### config.mk
export PLATFORM = sky130hd
export DESIGN_NAME = stream_mux_flat
export DESIGN_NICKNAME = d
export VERILOG_FILES = /design/src/rtl/stream_mux_if.sv /design/src/rtl/stream_mux.sv /design/src/flat_wrapper.sv
export SDC_FILE = /design/constraint.sdc
export NUM_CORES = 1
export LEC_CHECK = 0
export BUFFER_PORTS_ARGS = -buffer_cell sky130_fd_sc_hd__buf_4
export CAP_MARGIN = 20
export CORE_MARGIN = 5
export CORE_UTILIZATION = 30
export DETAILED_ROUTE_END_ITERATION = 8
export SLEW_MARGIN = 20
export SYNTH_ARGS = -nofsm -noshare
export SYNTH_HDL_FRONTEND = slang
export SYNTH_SLANG_ARGS = --single-unit
### constraint.sdc
create_clock -name clk -period 1.5 [get_ports clk]
set_input_delay 0.15 -clock clk [delete_from_list [all_inputs] [get_ports clk]]
set_output_delay 0.15 -clock clk [all_outputs]
set_load 0.02 [all_outputs]
### src/rtl/stream_mux_if.sv
// Valid/ready bundle between N producer streams, the stream_mux, and one consumer.
// The slave modport is the mux side; the master modport is the producer/consumer side.
interface stream_mux_if #(
    parameter int WIDTH    = 8,
    parameter int CHANNELS = 4
) ();
    localparam int SEL_W = $clog2(CHANNELS);

    logic [CHANNELS*WIDTH-1:0] in_data;
    logic [CHANNELS-1:0]       in_valid;
    logic [CHANNELS-1:0]       in_ready;
    logic [SEL_W-1:0]          select;
    logic [WIDTH-1:0]          out_data;
    logic                      out_valid;
    logic                      out_ready;
    logic [SEL_W-1:0]          out_channel;

    modport slave (
        input  in_data,
        input  in_valid,
        output in_ready,
        input  select,
        output out_data,
        output out_valid,
        input  out_ready,
        output out_channel
    );

    modport master (
        output in_data,
        output in_valid,
        input  in_ready,
        output select,
        input  out_data,
        input  out_valid,
        output out_ready,
        input  out_channel
    );
endinterface

### src/rtl/stream_mux.sv
// N-to-1 valid/ready stream multiplexer with a registered output stage.
// MODE 0 forwards the software-selected channel; MODE 1 arbitrates round-robin.
module stream_mux #(
    parameter int WIDTH    = 8,
    parameter int CHANNELS = 4,
    parameter int MODE     = 0
) (
    input  logic        clk,
    input  logic        reset_n,
    stream_mux_if.slave bus
);
    localparam int SEL_W = $clog2(CHANNELS);
    // Index space padded to a power of two so out-of-range indices read as "not valid".
    localparam int SLOTS = 1 << SEL_W;

    logic [SLOTS-1:0] valid_pad;
    logic [WIDTH-1:0] words [SLOTS];
    logic [SEL_W-1:0] grant;
    logic             grant_valid;
    logic             load_en;
    logic             in_xfer;
    logic [SLOTS-1:0] ready_pad;

    logic [WIDTH-1:0] data_q;
    logic [SEL_W-1:0] channel_q;
    logic             valid_q;

    // NOTE: every always_comb output gets a default first so no path leaves it unassigned (no latch).
    always_comb begin
        valid_pad = '0;
        valid_pad[CHANNELS-1:0] = bus.in_valid;
        for (int i = 0; i < SLOTS; i++) begin
            words[i] = '0;
        end
        for (int i = 0; i < CHANNELS; i++) begin
            words[i] = bus.in_data[i*WIDTH +: WIDTH];
        end
    end

    generate
        if (MODE == 0) begin : g_select
            always_comb begin
                grant       = bus.select;
                grant_valid = valid_pad[bus.select];
            end
        end else begin : g_round_robin
            logic [SEL_W-1:0] rr_ptr;

            // Search upward from rr_ptr, wrapping at CHANNELS-1; first valid channel wins.
            always_comb begin
                int idx;
                idx         = 0;
                grant       = '0;
                grant_valid = 1'b0;
                for (int k = 0; k < CHANNELS; k++) begin
                    idx = int'(rr_ptr) + k;
                    if (idx >= CHANNELS) begin
                        idx = idx - CHANNELS;
                    end
                    if (!grant_valid && valid_pad[SEL_W'(idx)]) begin
                        grant_valid = 1'b1;
                        grant       = SEL_W'(idx);
                    end
                end
            end

            always_ff @(posedge clk) begin
                if (!reset_n) begin
                    rr_ptr <= '0;
                end else if (in_xfer) begin
                    rr_ptr <= (int'(grant) == CHANNELS - 1) ? '0 : grant + 1'b1;
                end
            end
        end
    endgenerate

    assign load_en = !valid_q || bus.out_ready;
    assign in_xfer = reset_n && load_en && grant_valid;

    always_comb begin
        ready_pad = '0;
        if (in_xfer) begin
            ready_pad[grant] = 1'b1;
        end
    end

    assign bus.in_ready = ready_pad[CHANNELS-1:0];

    // NOTE: sequential state uses non-blocking assignments so all registers update from pre-edge values.
    always_ff @(posedge clk) begin
        if (!reset_n) begin
            valid_q   <= 1'b0;
            data_q    <= '0;
            channel_q <= '0;
        end else if (in_xfer) begin
            valid_q   <= 1'b1;
            data_q    <= words[grant];
            channel_q <= grant;
        end else if (valid_q && bus.out_ready) begin
            valid_q <= 1'b0;
        end
    end

    assign bus.out_data    = data_q;
    assign bus.out_valid   = valid_q;
    assign bus.out_channel = channel_q;
endmodule

### src/flat_wrapper.sv
// flat-port wrapper written by rule: the top's interface ports become plain ports
module stream_mux_flat 
#(
    parameter int WIDTH    = 8,
    parameter int CHANNELS = 4,
    parameter int MODE     = 0
)
  (clk, reset_n, bus_in_data, bus_in_valid, bus_in_ready, bus_select, bus_out_data, bus_out_valid, bus_out_ready, bus_out_channel);
  stream_mux_if #(.WIDTH(WIDTH), .CHANNELS(CHANNELS)) bus_i ();
  input  logic clk;
  input  logic reset_n;
  input wire logic [$bits(bus_i.in_data)-1:0] bus_in_data;
  input wire logic [$bits(bus_i.in_valid)-1:0] bus_in_valid;
  output wire logic [$bits(bus_i.in_ready)-1:0] bus_in_ready;
  input wire logic [$bits(bus_i.select)-1:0] bus_select;
  output wire logic [$bits(bus_i.out_data)-1:0] bus_out_data;
  output wire logic [$bits(bus_i.out_valid)-1:0] bus_out_valid;
  input wire logic [$bits(bus_i.out_ready)-1:0] bus_out_ready;
  output wire logic [$bits(bus_i.out_channel)-1:0] bus_out_channel;
  assign bus_i.in_data = bus_in_data;
  assign bus_i.in_valid = bus_in_valid;
  assign bus_in_ready = bus_i.in_ready;
  assign bus_i.select = bus_select;
  assign bus_out_data = bus_i.out_data;
  assign bus_out_valid = bus_i.out_valid;
  assign bus_i.out_ready = bus_out_ready;
  assign bus_out_channel = bus_i.out_channel;
  stream_mux #(.WIDTH(WIDTH), .CHANNELS(CHANNELS), .MODE(MODE)) u_core (.clk(clk), .reset_n(reset_n), .bus(bus_i));
endmodule
After elaboration in Yosys (flattened, before gate mapping)
Cells that the tools add are included.
- logic and storage cells: 24
- register bits: 11
- output and inout port bits: 15
- bits of input ports: 41
- mux-type cells: 10
- reductions and logical operators: 7
- $lt $le $gt $ge: 3
- bitwise logic cells: 1
- operators by type and width (kind ; count):
    $bmux W8 S2 ; 1
    $mux W8 ; 2
    $logic_and A1 B1 Y1 ; 4
    $mux W1 ; 4
    $mux W4 ; 1
    $ge A3 B3 Y1 const B ; 1
    $lt A2 B3 Y1 const B ; 1
    $not A2 Y3 ; 1
    $bmux W1 S2 ; 1
    $demux W1 S2 ; 1
    $ge A2 B1 Y1 const B ; 1
    $reduce_bool A2 Y1 ; 1
    $logic_not A1 Y1 ; 1
    $logic_or A1 B1 Y1 ; 1

Depth between registers and ports, before layout
- word-level depth: 5
- mapped depth: 5
- mapped depth without buffers: 3

Worst setup path before layout
OpenSTA, ideal clock, no wires.
- kind: reg-to-output
- start point: reg u_core.valid_q (netlist: u_core.bus.out_valid)
- end point: out bus_in_ready[1]
- path buffers: 1
- arrival time: 1.459 ns
- required time: 1.350 ns
- slack: -0.109 ns
- stages on the path, launching flop included: 5
- cells stage by stage: dfxtp_1 > nand2b_1 > clkbuf_1 > nand3_1 > nor3b_1
- longest elaborated chain between the ends: 5
- RTL lines (what ; line ; RTL):
    start: declaration ; stream_mux.sv:26 ; logic valid_q;
    start signal: assignment ; stream_mux.sv:92 ; valid_q <= 1'b0;
    start signal: assignment ; stream_mux.sv:96 ; valid_q <= 1'b1;
    start signal: assignment ; stream_mux.sv:100 ; valid_q <= 1'b0;
    $logic_not A1 Y1 ; stream_mux.sv:77 ; assign load_en = !valid_q || bus.out_ready;
    $logic_or A1 B1 Y1 ; stream_mux.sv:77 ;
    $logic_and A1 B1 Y1 (2 in a row) ; stream_mux.sv:78 ; assign in_xfer = reset_n && load_en && grant_valid;
    $mux W4 ; stream_mux.sv:82 ; if (in_xfer) begin
    end: declaration ; flat_wrapper.sv:14 ; output wire logic [$bits(bus_i.in_ready)-1:0] bus_in_ready;
No other way between the ends.

Worst setup path in the final report
- start point: reg u_core.valid_q (netlist: u_core.bus.out_valid)
- end point: out bus_in_ready[3]
Same word-level chain as after synthesis.

==> impl_table.tex <==
\begin{tabular}{lr}
\hline
Metric & Value \\
\hline
\multicolumn{2}{l}{\textbf{Routing}} \\
\quad M1 wire length & 998 um \\
\quad Detailed-route vias per instance & 5.05 \\
\quad Sum of routed wire length over all layers & $\sim$2200 um \\
\quad DR top layer & met4 \\
\quad Total iterations of the first detailed-routing run & 4 \\
\quad Vias post-DR & 823 \\
\quad Detailed-route wire length per cell & 13.7 um \\
\quad Met3 wire length & 294 um \\
\quad Routed wl met2 & 922 um \\
\quad Post-route DRC violation count & 0 \\
\quad Violation count after the first detailed-route iteration & 11 \\
\quad Remaining antenna violation count & 0 \\
\multicolumn{2}{l}{\textbf{Synthesis}} \\
\quad Number of nets produced by synthesis & 120 \\
\quad Most used standard cells in the synthesized netlist & sky130\_fd\_sc\_hd\_\_dfxtp\_1 (11), sky130\_fd\_sc\_hd\_\_inv\_1 (11), sky130\_fd\_sc\_hd\_\_a21oi\_1 (10) \\
\quad Number of enable-type register cells in the synthesized netlist & 0 \\
\quad Post-synthesis instance area & 773 um2 \\
\quad Register bit total from synthesis & 11 \\
\quad Cell count after synthesis & between 70 and 80 \\
\quad Post-synth top area share & 28.5\% \\
\quad Area contributors post-synth & sky130\_fd\_sc\_hd\_\_dfxtp\_1 (28\%), sky130\_fd\_sc\_hd\_\_mux4\_2 (26\%), sky130\_fd\_sc\_hd\_\_a31o\_1 (9.1\%) \\
\quad Number of warnings issued by yosys & 0 \\
\quad Most area-hungry cell type in the Yosys netlist & sky130\_fd\_sc\_hd\_\_dfxtp\_1 \\
\quad Fraction of the yosys area taken by sequential cells & between 20\% and 30\% \\
\quad Average cell area after synthesis & 9.79 um2 \\
\quad Count of distinct cell types in the synthesized netlist & 22 \\
\quad Post-synthesis async set-or-reset flop share & 0\% \\
\quad Top FF cell, synth & sky130\_fd\_sc\_hd\_\_dfxtp\_1 \\
\multicolumn{2}{l}{\textbf{Timing}} \\
\quad Max-Slew Margin vs Limit & 82.5\% \\
\quad Transition time of the tightest slew-check pin & 0.260 ns \\
\quad Final worst clock skew & $\sim$0.004 ns \\
\quad Final Cycle Share & 94.7\% \\
\quad Setup TNS after final layout & 0 ns \\
\quad Final critical-path required period & 1.42 ns \\
\quad Max Transition Viols Final & 0 \\
\quad Setup Viol. Count Final & 0 \\
\quad Final Hold Slack & $\sim$0.24 ns \\
\quad Hold Violations, Final & 0 \\
\quad Timing-limited maximum frequency & 0.704 GHz \\
\quad Fin worst setup slack & a little under 0.08 ns \\
\multicolumn{2}{l}{\textbf{Clock network}} \\
\quad H-tree levels & 1 \\
\quad Clock-pin slew on the worst setup and hold paths & approximately 0.070 ns \\
\quad Later-pin clock latency in the skew report & 0.26 ns \\
\quad Buffer depth of the longest clock path & 2 \\
\quad Hold bufs inserted after CTS & 0 \\
\quad CTS Root Cell & sky130\_fd\_sc\_hd\_\_clkbuf\_4 \\
\quad Clock tree from TritonCTS & yes \\
\quad Clock sink count & 11 \\
\quad Number of buffers added by the clock tree synthesis step & 3 \\
\multicolumn{2}{l}{\textbf{Final layout}} \\
\quad Layout area overhead & 61.3\% \\
\quad Number of nets in the layout & roughly 180 \\
\quad Number of cells in the finished layout apart from fillers & 163 \\
\quad Count of antenna diodes in the layout & 0 \\
\quad Final design area excluding fillers & 1250 um2 \\
\quad Layout cells sized above 1 & 57.1\% \\
\quad Number of inserted filler cells in the final layout & 242 \\
\quad Layout Utilization & between 50\% and 60\% \\
\multicolumn{2}{l}{\textbf{GRT}} \\
\quad Global-route usage over all layers & 13.0\% \\
\quad Pin count of the biggest net entering global routing & 24 \\
\quad Global-route wire length before repair & about 3600 um \\
\quad Antenna violations before repair & 0 \\
\quad Via count of the first global-routing pass & approximately 870 \\
\quad Residual overflow from global routing & 0 \\
\multicolumn{2}{l}{\textbf{Floorplanning}} \\
\quad Number of placement rows & 18 \\
\quad Die width & 60.8 um \\
\quad Top Ports & 56 \\
\quad Die outline height & about 61 um \\
\quad Initial core utilization & 31.2\% \\
\quad Standard cell core area & 2480 um2 \\
\quad Die footprint & between 3000 and 4000 um2 \\
\multicolumn{2}{l}{\textbf{Min path}} \\
\quad Worst hold-check path type & input pin to register \\
\multicolumn{2}{l}{\textbf{Place}} \\
\quad Area after detailed placement & 1210 um2 \\
\quad Weighted congestion reported at the end of routability-driven placement & 0.734 \\
\quad Placement Setup Slack & 0.0640 ns \\
\quad Buffers added on ports & 55 \\
\quad HPWL reported at the end of detailed placement & 1870 um \\
\quad Total instance count after detailed placement & roughly 160 \\
\multicolumn{2}{l}{\textbf{Status}} \\
\quad Outcome & finished, final reports clean \\
\multicolumn{2}{l}{\textbf{Worst setup path}} \\
\quad Critical path fanouts, max & 6 \\
\quad Sort of element at the end of the critical path & output pin \\
\quad Kind of critical path & register to output pin \\
\quad Worst path arrival time & about 1.3 ns \\
\quad Required time of the critical path & 1.35 ns \\
\quad Critical Path Source Type & register \\
\multicolumn{2}{l}{\textbf{Power}} \\
\quad Overall power & 0.823 mW \\
\quad Reported leakage power & 0.543 nW \\
\quad Maximum VDD drop & 0.321 mV \\
\quad PD cells & between 600 and 700 nW/um2 \\
\multicolumn{2}{l}{\textbf{Flow run}} \\
\quad MaxCap Viol Count & 0 \\
\hline
\end{tabular}
-- worst paths after layout --
kind | startpoint | endpoint | slack, ns | cells past startpoint
max | u_core.bus.out_valid$_SDFFE_PN0P_ | bus_in_ready[3] | 0.08 | 4
min | reset_n | u_core.bus.out_channel[1]$_SDFFE_PN0P_ | 0.24 | 2
max reg2reg | u_core.bus.out_valid$_SDFFE_PN0P_ | u_core.bus.out_data[3]$_SDFFE_PN0P_ | 0.41 | 4
min reg2reg | u_core.bus.out_data[4]$_SDFFE_PN0P_ | u_core.bus.out_data[4]$_SDFFE_PN0P_ | 0.54 | 3
-- layout make-up --
class                      count  area [um2]  area share [%]
multi-input combinational     47         475            38.1
timing repair buffer          59         443            35.5
sequential                    11         220            17.7
inverter                      12        45.0            3.61
tap                           30        37.5            3.01
clock buffer                   4        26.3            2.11
-- logic make-up (layout without fill, tap and decap cells) --
family,count (synthesis),after routing,synth area share (%)
flops,11,11,28.5
buf+inv,21,75,12.3
compound gates,21,21,18.4
mux,10,10,27.7
simple gates,16,16,13.1
-- layer usage --
layer	up-vias	GRT usage (%)
li1	410	-
met1	361	16.9
met2	50	20.0
met3	2	4.47
met4	0	4.64
met5	-	0
-- cells in the final DEF, fill, tap and decap left out --
master	synthesis	layout
sky130_fd_sc_hd__a21oi_1	10	10
sky130_fd_sc_hd__a31o_1	8	8
sky130_fd_sc_hd__a31o_2	1	1
sky130_fd_sc_hd__a31oi_1	1	1
sky130_fd_sc_hd__and2_1	1	1
sky130_fd_sc_hd__and4_1	1	1
sky130_fd_sc_hd__buf_4	0	59
sky130_fd_sc_hd__clkbuf_1	4	1
sky130_fd_sc_hd__clkbuf_4	0	3
sky130_fd_sc_hd__clkinv_1	1	1
sky130_fd_sc_hd__dfxtp_1	11	11
sky130_fd_sc_hd__inv_1	11	11
sky130_fd_sc_hd__mux2_2	1	1
sky130_fd_sc_hd__mux4_2	9	9
sky130_fd_sc_hd__nand2b_4	0	1
sky130_fd_sc_hd__nand3_1	1	1
sky130_fd_sc_hd__nand4_1	9	9
sky130_fd_sc_hd__nor2b_1	1	1
sky130_fd_sc_hd__nor3_2	0	1
sky130_fd_sc_hd__nor3b_2	0	1
sky130_fd_sc_hd__o21a_1	1	1
-- worst max-delay path, cell delays in order (launching register included) --
cell and delay [ns]:
sky130_fd_sc_hd__dfxtp_1 0.38, sky130_fd_sc_hd__nand2b_4 0.09, sky130_fd_sc_hd__and4_1 0.23, sky130_fd_sc_hd__and2_1 0.16, sky130_fd_sc_hd__buf_4 0.15
-- flip-flops by register name (all words and copies together) (netlist names) --
| register | flops |
|---|---|
| u_core.bus.out_data | 8 |
| u_core.bus.out_channel | 2 |
| u_core.bus.out_valid | 1 |
-- report_power, final --
group	total [mW]	leakage [nW]	switching [mW]	internal, mW
logic	0.303	0.438	0.131	0.171
clock network	0.197	0.0150	0.0947	0.103
registers	0.323	0.0900	0.0108	0.312
total	0.823	0.543	0.237	0.586
-- repair_timing --
item	CTS	global route
endpoints found under the setup margin	0	3
gates resized for setup	0	1
buffers inserted	0	0
Power figures use the tool's default switching activity.
